### src/rtl/demux_buffer.sv
// One-to-four distributor: steers each accepted word into a one-entry holding slot per channel.
// Optional DEMUX_BROADCAST_EN adds in_broadcast_i, loading all four slots at once when all are free.
module demux_buffer #(
    parameter int unsigned WIDTH = 16
) (
    input  logic             clk,
    input  logic             rst_n,
    input  logic [WIDTH-1:0] in_data_i,
    input  logic [1:0]       in_select_i,
    input  logic             in_valid_i,
`ifdef DEMUX_BROADCAST_EN
    input  logic             in_broadcast_i,
`endif
    output logic             in_ready_o,
    output logic [WIDTH-1:0] out_a_o,
    output logic [WIDTH-1:0] out_b_o,
    output logic [WIDTH-1:0] out_c_o,
    output logic [WIDTH-1:0] out_d_o,
    output logic [3:0]       out_valid_o,
    input  logic [3:0]       out_ack_i
);

    logic [3:0]       valid_q, valid_d;
    logic [WIDTH-1:0] data_q [4];
    logic [WIDTH-1:0] data_d [4];

    logic [3:0] free;
    logic [3:0] sel_onehot;
    logic [3:0] wr_en;
    logic       bcast_req;
    logic       ready;
    logic       accept;

    // A slot being acked this cycle counts as free, so it can be refilled in the same cycle.
    always_comb begin
        free       = ~valid_q | out_ack_i;
        sel_onehot = 4'b0001 << in_select_i;
        bcast_req  = 1'b0;
`ifdef DEMUX_BROADCAST_EN
        bcast_req  = in_valid_i & in_broadcast_i;
`endif
        ready  = bcast_req ? (&free) : free[in_select_i];
        accept = in_valid_i & ready;
        if (!accept) begin
            wr_en = 4'b0000;
        end else if (bcast_req) begin
            wr_en = 4'b1111;
        end else begin
            wr_en = sel_onehot;
        end
    end

    // Data is never cleared on ack; only the valid bit drops.
    always_comb begin
        for (int i = 0; i < 4; i++) begin
            valid_d[i] = wr_en[i] | (valid_q[i] & ~out_ack_i[i]);
            data_d[i]  = wr_en[i] ? in_data_i : data_q[i];
        end
    end

    always_ff @(posedge clk or negedge rst_n) begin
        if (!rst_n) begin
            valid_q <= 4'b0000;
            for (int i = 0; i < 4; i++) begin
                data_q[i] <= '0;
            end
        end else begin
            valid_q <= valid_d;
            for (int i = 0; i < 4; i++) begin
                data_q[i] <= data_d[i];
            end
        end
    end

    assign in_ready_o  = ready;
    assign out_valid_o = valid_q;
    assign out_a_o     = data_q[0];
    assign out_b_o     = data_q[1];
    assign out_c_o     = data_q[2];
    assign out_d_o     = data_q[3];

endmodule

### config.mk
export PLATFORM = sky130hd
export DESIGN_NAME = demux_buffer
export DESIGN_NICKNAME = d
export VERILOG_FILES = /design/src/rtl/demux_buffer.sv
export SDC_FILE = /design/constraint.sdc
export NUM_CORES = 1
export LEC_CHECK = 0
export BUFFER_PORTS_ARGS = -buffer_cell sky130_fd_sc_hd__buf_2
export CORE_MARGIN = 10
export CORE_UTILIZATION = 53
export DETAILED_ROUTE_END_ITERATION = 12
export PLACE_DENSITY_LB_ADDON = 0.08
export SKIP_CTS_REPAIR_TIMING = 1
export SLEW_MARGIN = 20
export SYNTH_ARGS = -nofsm -noshare
export SYNTH_HDL_FRONTEND = slang
export SYNTH_SLANG_ARGS = --single-unit
### constraint.sdc
create_clock -name clk -period 2.5 [get_ports clk]
set_clock_uncertainty 0.2 [all_clocks]
set_input_delay 0.5 -clock clk [delete_from_list [all_inputs] [get_ports clk]]
set_output_delay 0.5 -clock clk [all_outputs]
set_load 0.01 [all_outputs]
; ---- Yosys cells after proc, flatten, opt, wreduce, memory -nomap -nowiden
; Cells that the tools add are included.
[word_totals]
ff_bits = 68
in_bits = 25
out_inout_bits = 69
elab_cells = 25
[op_classes]
magnitude_cmp = 1
mux = 3
bitwise = 15
n_shift = 1
[ops]
columns = operator, count
row1 = $and 1x1->1, 5
row2 = $mux 4, 1
row3 = $not 1->1, 4
row4 = $not 4->4, 1
row5 = $or 1x1->1, 4
row6 = $or 4x4->4, 1
row7 = $shl 1x2->4 const A, 1
row8 = $lt 2x3->1 const B, 1
row9 = $bmux 1 s2, 1
row10 = $mux 1, 1

; ---- Depth between registers and ports, before layout
[logic_depth]
depth_word = 7
depth_mapped = 6

; ---- Least setup slack after synthesis
; OpenSTA, ideal clock, no wires.
[synth_path]
path_type = input to output
startpoint = input in_select_i[0]
endpoint = output in_ready_o
path_slack_ps = 534
stages = 2
arrival_ps = 1266
n_path_buf = 1
cell_sequence = buf_2 mux4_1
[synth_between]
elab_chain_cells = 2
[synth_rtl]
columns = item, line
row1 = "start, declared", 9  ; input logic [1:0] in_select_i,
row2 = $bmux 1 s2, 42  ; ready = bcast_req ? (&free) : free[in_select_i];
row3 = $mux 1 (implied by the code), 42
row4 = "end, declared", 14  ; output logic in_ready_o,
; Every way passes these cells. The select of a mux whose other input is x is not followed.

; ---- Worst setup path in the final report
[layout_path]
startpoint = register valid_q[0], in the netlist out_valid_o[0]
endpoint = output in_ready_o
[layout_between]
elab_chain_cells = 4
[layout_rtl]
columns = item, line
row1 = "start, declared", 23  ; logic [3:0] valid_q, valid_d;
row2 = "start signal, assigned", 68  ; valid_q <= valid_d;
row3 = $not 4->4, 36  ; free = ~valid_q | out_ack_i;
row4 = $or 4x4->4, 36
row5 = $bmux 1 s2, 42
row6 = $mux 1 (implied by the code), 42
; Every way passes these cells. The select of a mux whose other input is x is not followed.

==> impl_metrics.json <==
{
  "status": "finished clean",
  "postRouteWirelength_mm": 5.83,
  "commonest_non_fill_non_tap_cell_in_the_layout": "sky130_fd_sc_hd__buf_2",
  "total_of_flip_flops_plus_latches_after_synthesis": 68,
  "placement.io_buffers": 93,
  "final_hold_viol_count": 0,
  "cts_num_sinks": 68,
  "clock_tree.htree_level_count": 3,
  "p_leak_nw": 1.67,
  "clock_tree_from_tritoncts": "yes",
  "finalNetCount": 283,
  "die_h_um": 91.0,
  "cp_cell_sequence": "nand2b_1 > mux4_1 > buf_2",
  "yosys.cell_types.count": 19,
  "timing.critical_path.fanout_max": 3,
  "clock_latency_ns": 0.33,
  "relSlewSlack_pct": 76.9,
  "dieWidth_um": 91.0,
  "numPlacedInstances": 313,
  "area_growth_pct": 27.2,
  "mean_instance_size_in_the_synthesized_netlist_um2": 17.1,
  "antenna_cells": 0,
  "synthesis.area_mm2": 0.00268,
  "post_synthesis_sequential_area_ratio_pct": 63.6,
  "place.detailed.hpwl_mm": 4.09,
  "syn_nets": 181,
  "drv_slew": 0,
  "cts-buffers-inserted": 9,
  "worst_hold_margin_ns": 0.219,
  "clockRootBuffer": "sky130_fd_sc_hd__clkbuf_8",
  "worst_pin_slew_ns": 0.346,
  "placement_rows": 25,
  "drt_first_pass_iters": 4,
  "final-instance-count-excl-fill": 329,
  "timing.critical_path.required_ns": 1.80,
  "placed_cell_area_mm2": 0.00320,
  "vdd_ir_drop_max_v": 0.000554,
  "route.detailed.wl_per_inst_um": 17.7,
  "commonest_cells_after_routing_fill_and_taps_aside": "sky130_fd_sc_hd__buf_2, sky130_fd_sc_hd__dfrtp_1, sky130_fd_sc_hd__mux2_2, sky130_fd_sc_hd__mux2_4, sky130_fd_sc_hd__clkbuf_8",
  "nature_of_the_critical_path_endpoint": "output port",
  "post_route_cells_drive_above_1_share_pct": 68.3,
  "clk_path_buf_depth": 2,
  "setup_total_negative_slack_ns": 0,
  "first_global_vias": 1819,
  "worst-endpoint-arrival_ns": 1.45,
  "global_route.overflow_total": 0,
  "drv_cap": 0,
  "yosysWarningCount": 0,
  "cellPowerDensity_mw_per_mm2": 881,
  "grt_antenna_before_repair": 0,
  "drt-initial-drc-count": 99,
  "rsz0062_at_grt": "false",
  "worstSetupPathType": "flip-flop to output port",
  "setup_violations": 0,
  "ant_nets": 0,
  "grt_pass1_wl_mm": 9.60,
  "vias_per_cell": 5.01,
  "grt_usage_pct": 14.5,
  "design.die.area_mm2": 0.00829,
  "grt_max_degree": 69,
  "worst_path_largest_cell_delay_ns": 0.50,
  "detailed_route_via_count": 1648,
  "synth_cells": 156,
  "cpMaxStageDelayCell": "sky130_fd_sc_hd__mux4_1",
  "layout.cell_area.non_filler_mm2": 0.00340,
  "clkSlewWorstSetupHoldPaths_ns": 0.07,
  "final_min_period_over_clock_period_pct": 85.9,
  "floorplan.initialDensity_pct": 55.5,
  "gp_routability_congestion": 0.718,
  "worst_hold_path_type": "input pin to flip-flop",
  "crit_path_start_kind": "flip-flop",
  "max_freq_mhz": 466,
  "top_level_ports": 94,
  "post-route-min-period_ns": 2.15,
  "drcViolationCount": 0,
  "utilization_pct": 70.6,
  "core_mm2": 0.00482
}
-- worst paths after layout --
kind	cells past startpoint	start	to	slack [ns]
setup / recovery	3	out_valid_o[0]	in_ready_o	0.35
hold / removal	2	in_data_i[6]	out_b_o[6]	0.22
setup reg to reg	4	out_valid_o[2]	out_c_o[2]	0.83
hold reg to reg	1	out_b_o[6]	out_b_o[6]	0.28
max in group asynchronous	3	rst_n	out_d_o[4]	1.31
min in group asynchronous	3	rst_n	out_valid_o[0]	0.52
-- cells by family after synthesis --
group / synth area share (%)
buffers and inverters: 2.53
flip-flops: 63.6
AO/OA/AOI/OAI: 0.187
multiplexers: 29.3
AND/OR/NAND/NOR: 4.35
-- worst max-delay path: cells and delay by family, from the launching register on --
kind / cells / cell delay (ns)
muxes: 1 / 0.50
DFF: 1 / 0.34
and+or+nand+nor: 1 / 0.12
buffers and inverters: 1 / 0.15
-- registers in the layout, indices dropped and copies added, names as in the netlist --
| signal | cells |
|---|---|
| out_a_o | 16 |
| out_d_o | 16 |
| out_b_o | 16 |
| out_valid_o | 4 |
| out_c_o | 16 |
-- power by group --
group          switching (mW)  leakage [nW]  internal (mW)  total (mW)
combinational           0.333         0.757          0.366       0.699
clock                   0.389        0.0979          0.477       0.866
sequential              0.108         0.810           1.32        1.43
-- routing by layer --
layer / vias up / part of all wire, % / GRT usage [%]
met4: 0 / 1.3 / 6.27
met1: 834 / 43 / 17.4
met5: - / 0 / 0
met3: 6 / 7.6 / 5.60
li1: 752 / - / -
met2: 56 / 48 / 22.9
-- cell type report --
| cell class | instances | area, um2 |
|---|---|---|
| Clock buffer | 10 | 138 |
| Clock inverter | 5 | 52.6 |
| Tap cell | 67 | 83.8 |
| Fill cell | 374 | 1420 |
| Timing Repair Buffer | 98 | 518 |
| Multi-Input combinational cell | 81 | 908 |
| Sequential cell | 68 | 1700 |
-- cell usage after synthesis --
library cell / count / area share, %
sky130_fd_sc_hd__buf_2: 2 / 0.37
sky130_fd_sc_hd__nand2_1: 4 / 0.56
sky130_fd_sc_hd__nor2b_4: 1 / 0.51
sky130_fd_sc_hd__nand3b_4: 1 / 0.75
sky130_fd_sc_hd__nand3_1: 1 / 0.19
sky130_fd_sc_hd__mux2_4: 10 / 5.6
sky130_fd_sc_hd__mux2_2: 52 / 22
sky130_fd_sc_hd__and3_1: 1 / 0.23
sky130_fd_sc_hd__buf_4: 2 / 0.56
sky130_fd_sc_hd__buf_12: 1 / 0.75
sky130_fd_sc_hd__mux4_1: 1 / 0.98
sky130_fd_sc_hd__mux2_1: 2 / 0.84
sky130_fd_sc_hd__nand2_2: 1 / 0.23
sky130_fd_sc_hd__nand2b_1: 4 / 0.94
sky130_fd_sc_hd__nor3b_4: 1 / 0.70
sky130_fd_sc_hd__nor2b_1: 1 / 0.23
sky130_fd_sc_hd__buf_6: 2 / 0.84
sky130_fd_sc_hd__dfrtp_1: 68 / 64
sky130_fd_sc_hd__o21ai_0: 1 / 0.19
-- metrics by stage --
step,worst slack (ns),power (mW)
6_report,0.354,3.00
2_1_floorplan,0.534,1.82
3_5_place_dp,0.365,2.17
4_1_cts,0.330,3.04
3_3_place_gp,0.374,2.15
5_1_grt,0.262,3.17
Note: power is estimated with default switching activity, not from simulation.
